--- src/rtl/cpu_seq_ctrl.sv ---
// Load/execute sequencer: two button presses assemble a 16-bit instruction, then WIDTH serial ALU cycles run.
// Optional macro CPU_SEQ_BTN_SYNC_EN inserts a 2-flop synchronizer ahead of button edge detection.
module cpu_seq_ctrl #(
  parameter int WIDTH = 8
) (
  input  logic        clk,
  input  logic        rst_n,
  input  logic        btn_in,
  input  logic [7:0]  din,
  output logic [15:0] instr,
  output logic        le,
  output logic        ae,
  output logic [3:0]  bit_idx,
  output logic        busy,
  output logic        done,
  output logic [2:0]  state_o,
  output logic [6:0]  seg
);

  typedef enum logic [2:0] {
    ST_LO   = 3'd1,
    ST_HI   = 3'd2,
    ST_EXEC = 3'd3,
    ST_DONE = 3'd4
  } state_t;

  localparam logic [4:0] LAST    = 5'(WIDTH);
  localparam logic [6:0] SEG_L   = 7'b0111000;
  localparam logic [6:0] SEG_H   = 7'b1110110;
  localparam logic [6:0] SEG_EX  = 7'b1000000;
  localparam logic [6:0] SEG_D   = 7'b1011110;

  state_t      state, state_n;
  logic [4:0]  cnt, cnt_n;
  logic [15:0] instr_n;
  logic        le_n, ae_n, busy_n, done_n;
  logic [3:0]  bit_idx_n;
  logic [4:0]  idx_full;
  logic [6:0]  seg_n;
  logic        btn_s, btn_prev, press;

`ifdef CPU_SEQ_BTN_SYNC_EN
  logic sync1, sync2;
  always_ff @(posedge clk or negedge rst_n) begin
    if (!rst_n) begin
      sync1 <= 1'b0;
      sync2 <= 1'b0;
    end else begin
      sync1 <= btn_in;
      sync2 <= sync1;
    end
  end
  assign btn_s = sync2;
`else
  assign btn_s = btn_in;
`endif

  // History tracks the button in every state so a press held across DONE->LO never counts.
  always_ff @(posedge clk or negedge rst_n) begin
    if (!rst_n) btn_prev <= 1'b0;
    else        btn_prev <= btn_s;
  end
  assign press = btn_s & ~btn_prev;

  always_comb begin
    state_n = state;
    cnt_n   = cnt;
    instr_n = instr;
    case (state)
      ST_LO: begin
        if (press) begin
          instr_n[7:0] = din;
          state_n      = ST_HI;
        end
      end
      ST_HI: begin
        if (press) begin
          instr_n[15:8] = din;
          cnt_n         = 5'd0;
          state_n       = ST_EXEC;
        end
      end
      ST_EXEC: begin
        if (cnt == LAST) begin
          cnt_n   = 5'd0;
          state_n = ST_DONE;
        end else begin
          cnt_n = cnt + 5'd1;
        end
      end
      ST_DONE: begin
        cnt_n   = 5'd0;
        state_n = ST_LO;
      end
      default: begin
        cnt_n   = 5'd0;
        state_n = ST_LO;
      end
    endcase

    // Outputs are decoded from the next state so they register in step with it.
    le_n      = (state_n == ST_EXEC) && (cnt_n == 5'd0);
    ae_n      = (state_n == ST_EXEC) && (cnt_n != 5'd0);
    idx_full  = cnt_n - 5'd1;
    bit_idx_n = ae_n ? idx_full[3:0] : 4'd0;
    busy_n    = (state_n == ST_EXEC) || (state_n == ST_DONE);
    done_n    = (state_n == ST_DONE);
    case (state_n)
      ST_HI:   seg_n = SEG_H;
      ST_EXEC: seg_n = SEG_EX;
      ST_DONE: seg_n = SEG_D;
      default: seg_n = SEG_L;
    endcase
  end

  always_ff @(posedge clk or negedge rst_n) begin
    if (!rst_n) begin
      state   <= ST_LO;
      cnt     <= 5'd0;
      instr   <= 16'd0;
      le      <= 1'b0;
      ae      <= 1'b0;
      bit_idx <= 4'd0;
      busy    <= 1'b0;
      done    <= 1'b0;
      state_o <= ST_LO;
      seg     <= SEG_L;
    end else begin
      state   <= state_n;
      cnt     <= cnt_n;
      instr   <= instr_n;
      le      <= le_n;
      ae      <= ae_n;
      bit_idx <= bit_idx_n;
      busy    <= busy_n;
      done    <= done_n;
      state_o <= state_n;
      seg     <= seg_n;
    end
  end

endmodule
--- config.mk ---
export PLATFORM = sky130hd
export DESIGN_NAME = cpu_seq_ctrl
export DESIGN_NICKNAME = d
export VERILOG_FILES = /design/src/rtl/cpu_seq_ctrl.sv
export SDC_FILE = /design/constraint.sdc
export NUM_CORES = 1
export LEC_CHECK = 0
export CAP_MARGIN = 20
export CORE_MARGIN = 4
export CORE_UTILIZATION = 47
export CTS_CLUSTER_SIZE = 25
export DETAILED_ROUTE_END_ITERATION = 10
export PLACE_DENSITY = 0.78
export SYNTH_ARGS = -nofsm -noshare
export SYNTH_HDL_FRONTEND = slang
export SYNTH_SLANG_ARGS = --single-unit
export TNS_END_PERCENT = 30
--- constraint.sdc ---
create_clock -name clk -period 2.36 [get_ports clk]
set_input_delay 0.236 -clock clk [delete_from_list [all_inputs] [get_ports clk]]
set_output_delay 0.236 -clock clk [all_outputs]
set_load 0.01 [all_outputs]
==> impl_metrics.toml <==
[sta]
finClkSkew_ns = 0.00781
clock.fmax_ghz = 0.453
final.period_utilization_pct = 93.5
rsz0062_at_grt = "no"
finalMaxSlewViolations = 0
fin_crit_ns = 2.21
hold_viol_final = 0
tns_ns = 0
finalSetupViolCount = 0
tightest_slew_ns = 0.794
relSlewSlack_pct = 47.1
holdWs_ns = 0.392

[setup_path]
crit_arrival_ns = 2.46
reg2reg_slack_ns = 0.15
end_kind = "register"
worstSetupPathType = "register to register"
startpoint_type = "register"
cp_data_required_time_ns = 2.62
crit_fanout = 11

[synthesis]
synthCells = 144
ys_ff_latch = 38
synth_area_leaders = "dfrtp_1 (52%), dfstp_2 (6.4%), nand2_1 (6.4%)"
synthesis.nets = 158
synth_warnings = 0
synth_top_area_cell = "dfrtp_1"
ys_seq_area_share_pct = 58.3
synth.distinct_cells = 39
netlist_area_um2 = 1640
syn_area_per_cell_um2 = 11.4
synth_top_area_share_pct = 51.9

[route]
wl_met3_um = 284
wl_met2_mm = 1.56
drtIter0Drc = 32
antenna_left = 0
drc = 0
wl_met1_mm = 1.31
wl_per_cell_um = 13.5
dr.pass1.iters = 4
vias = 1195
dr.max_layer_used = "met4"
drt_wl_total_mm = 3.22
avgViaCountPerCell = 5.00

[clocking]
clkSlewWorstSetupHoldPaths_ns = 0.10
htreeDepth = 2
root_buffer = "clkbuf_4"
cts_setup_buffers = 0
cts_sinks = 38
cts_buffer_depth = 2
cts_tree = "done"
cts_buffers = 5
clk_latency_ns = 0.33

[global_routing]
antenna_found_initial = 0
grt_pass1_vias = 1250
grt_pass1_wl_mm = 5.49
grt_max_degree = 39
overflow = 0
grtUsageTotal_pct = 16.7

[die]
fp.dieH_um = 67.1
num_rows = 21
dieArea_um2 = 4500
initial_core_util_pct = 48.7
die_w_um = 67.1
core_area_um2 = 3360
ios = 45

[power_and_ir_drop]
swShare_pct = 36.0
power.total_uw = 2890
power_frac_clock_pct = 10.3
p_switching_uw = 1040
p_leak_uw = 0.000997
pwr-share-seq_pct = 38.4
pwr-share-comb_pct = 51.2
peakVddDrop_v = 0.000706
p_int_uw = 1850
power_density_nw_per_um2 = 1330

[finish]
layout-drive-gt1-share_pct = 18.1
final_util_pct = 64.4
nets = 207
post_layout_nonfiller_instances = 239
antenna-diode-count = 0
synthToLayoutAreaGrowth_pct = 32.2
num-fill-cells = 285

[placed_design]
gp_congestion = 0.778
post-dp-hpwl_mm = 2.42
portBuffers = 43
dp_cells = 231

[status]
status = "completed"

[worst_hold_path]
hp-class = "input pin to register"

[run]
cap_viol_max_count = 0
-- power groups by stage --
stage	Clock [uW]	Combinational, uW	Sequential, uW
2_1_floorplan	0	707	1200
3_3_place_gp	0	1410	1120
3_5_place_dp	0	1450	1130
4_1_cts	319	1470	1110
5_1_grt	350	1630	1150
6_report	299	1480	1110
-- critical path, stage by stage, from the launching register on --
cell,delay [ns]
dfstp_2,0.66
nor2b_1,0.29
a21oi_4,0.07
o31ai_1,0.39
inv_1,0.09
ha_1,0.23
inv_1,0.12
o41ai_4,0.12
a21oi_1,0.16
-- cell usage in the layout, fill, tap and decap left out, types with 2 or more instances in the layout --
cell type / netlist / layout
dfstp_2: 4 / 4
o31ai_1: 3 / 3
buf_4: 2 / 4
nand2_1: 28 / 28
clkinv_2: 0 / 2
clkbuf_4: 0 / 5
clkdlybuf4s50_1: 0 / 42
and3_2: 2 / 2
mux2_2: 8 / 8
nand2b_1: 2 / 2
ha_1: 3 / 3
dfrtp_1: 34 / 34
nor2_1: 6 / 6
a21oi_1: 3 / 3
inv_1: 13 / 13
nor2b_1: 2 / 2
nand3_1: 6 / 6
xnor2_1: 2 / 2
-- flip-flops by register name (all words and copies together), names as in the netlist --
signal    cells
ae            1
bit_idx       4
btn_prev      1
busy          1
cnt           5
done          1
instr        16
le            1
seg           5
state         3
-- area by class of cell --
type / instances / area (um2) / share of cell area (%)
inverters: 14 / 52.6 / 2.42
flip-flops and latches: 38 / 956 / 44.1
clock inverters: 2 / 10.0 / 0.462
well taps: 46 / 57.6 / 2.66
repair buffers: 48 / 465 / 21.5
multi-input cells: 86 / 588 / 27.1
clock buffers: 5 / 37.5 / 1.73
-- metrics by stage --
step	area [um2]	setup slack (ns)
final	2170	0.154
after global routing	2170	0.0342
after floorplan	1640	0.324
after detailed placement	2100	0.0125
after global placement	2100	0.164
after CTS	2160	0.147
-- cells by family (layout without fill, tap and decap cells) --
group / Yosys count / after routing / share of synthesized area [%]
buffers and inverters: 20 / 69 / 6.49
adder cells (fa/ha/maj): 3 / 3 / 2.29
AO/OA/AOI/OAI: 13 / 13 / 7.63
multiplexers: 8 / 8 / 5.50
other: 1 / 1 / 0.229
flip-flops: 38 / 38 / 58.3
AND/OR/NAND/NOR: 59 / 59 / 18.5
XOR/XNOR: 2 / 2 / 1.07
-- repair_timing --
action / CTS / global route
setup endpoints to repair: 0 / 5
gates resized for setup: 0 / 1
endpoints found under the hold margin: 34 / 0
hold buffers: 1 / 0
-- metal layers --
layer,track usage (%),up-vias
met5,0,-
met4,6.08,0
met3,7.93,6
met2,27.9,47
met1,18.5,569
li1,-,573
-- synth_stat cells (all sizes together) --
cell	instances
dfrtp	34
clkinv	1
inv	13
nand4	1
o21ai	1
buf	6
or3	1
dfstp	4
ha	3
xnor2	2
a221oi	1
nand3b	1
nand2b	2
nor4	1
or2	2
nor2b	3
nand4bb	1
nand2	29
o21ba	1
nor3b	1
nand3	6
and3b	1
and3	2
nor2	6
o32ai	2
mux2	8
nor3	1
o31ai	3
or4	1
o41ai	1
conb	1
a21oi	4
-- worst paths after layout --
| kind | start | depth (start not counted) | endpoint |
|---|---|---|---|
| max | state[0]$_DFF_PN1_ | 8 | bit_idx[3]$_DFF_PN0_ |
| min | btn_in | 1 | btn_prev$_DFF_PN0_ |
| max reg2reg | state[0]$_DFF_PN1_ | 8 | bit_idx[3]$_DFF_PN0_ |
| min reg2reg | instr[5]$_DFFE_PN0P_ | 2 | instr[5]$_DFFE_PN0P_ |
| max in group asynchronous | rst_n | 2 | instr[2]$_DFFE_PN0P_ |
| min in group asynchronous | rst_n | 2 | seg[2]$_DFF_PN0_ |
Note: power is estimated with default switching activity, not from simulation.
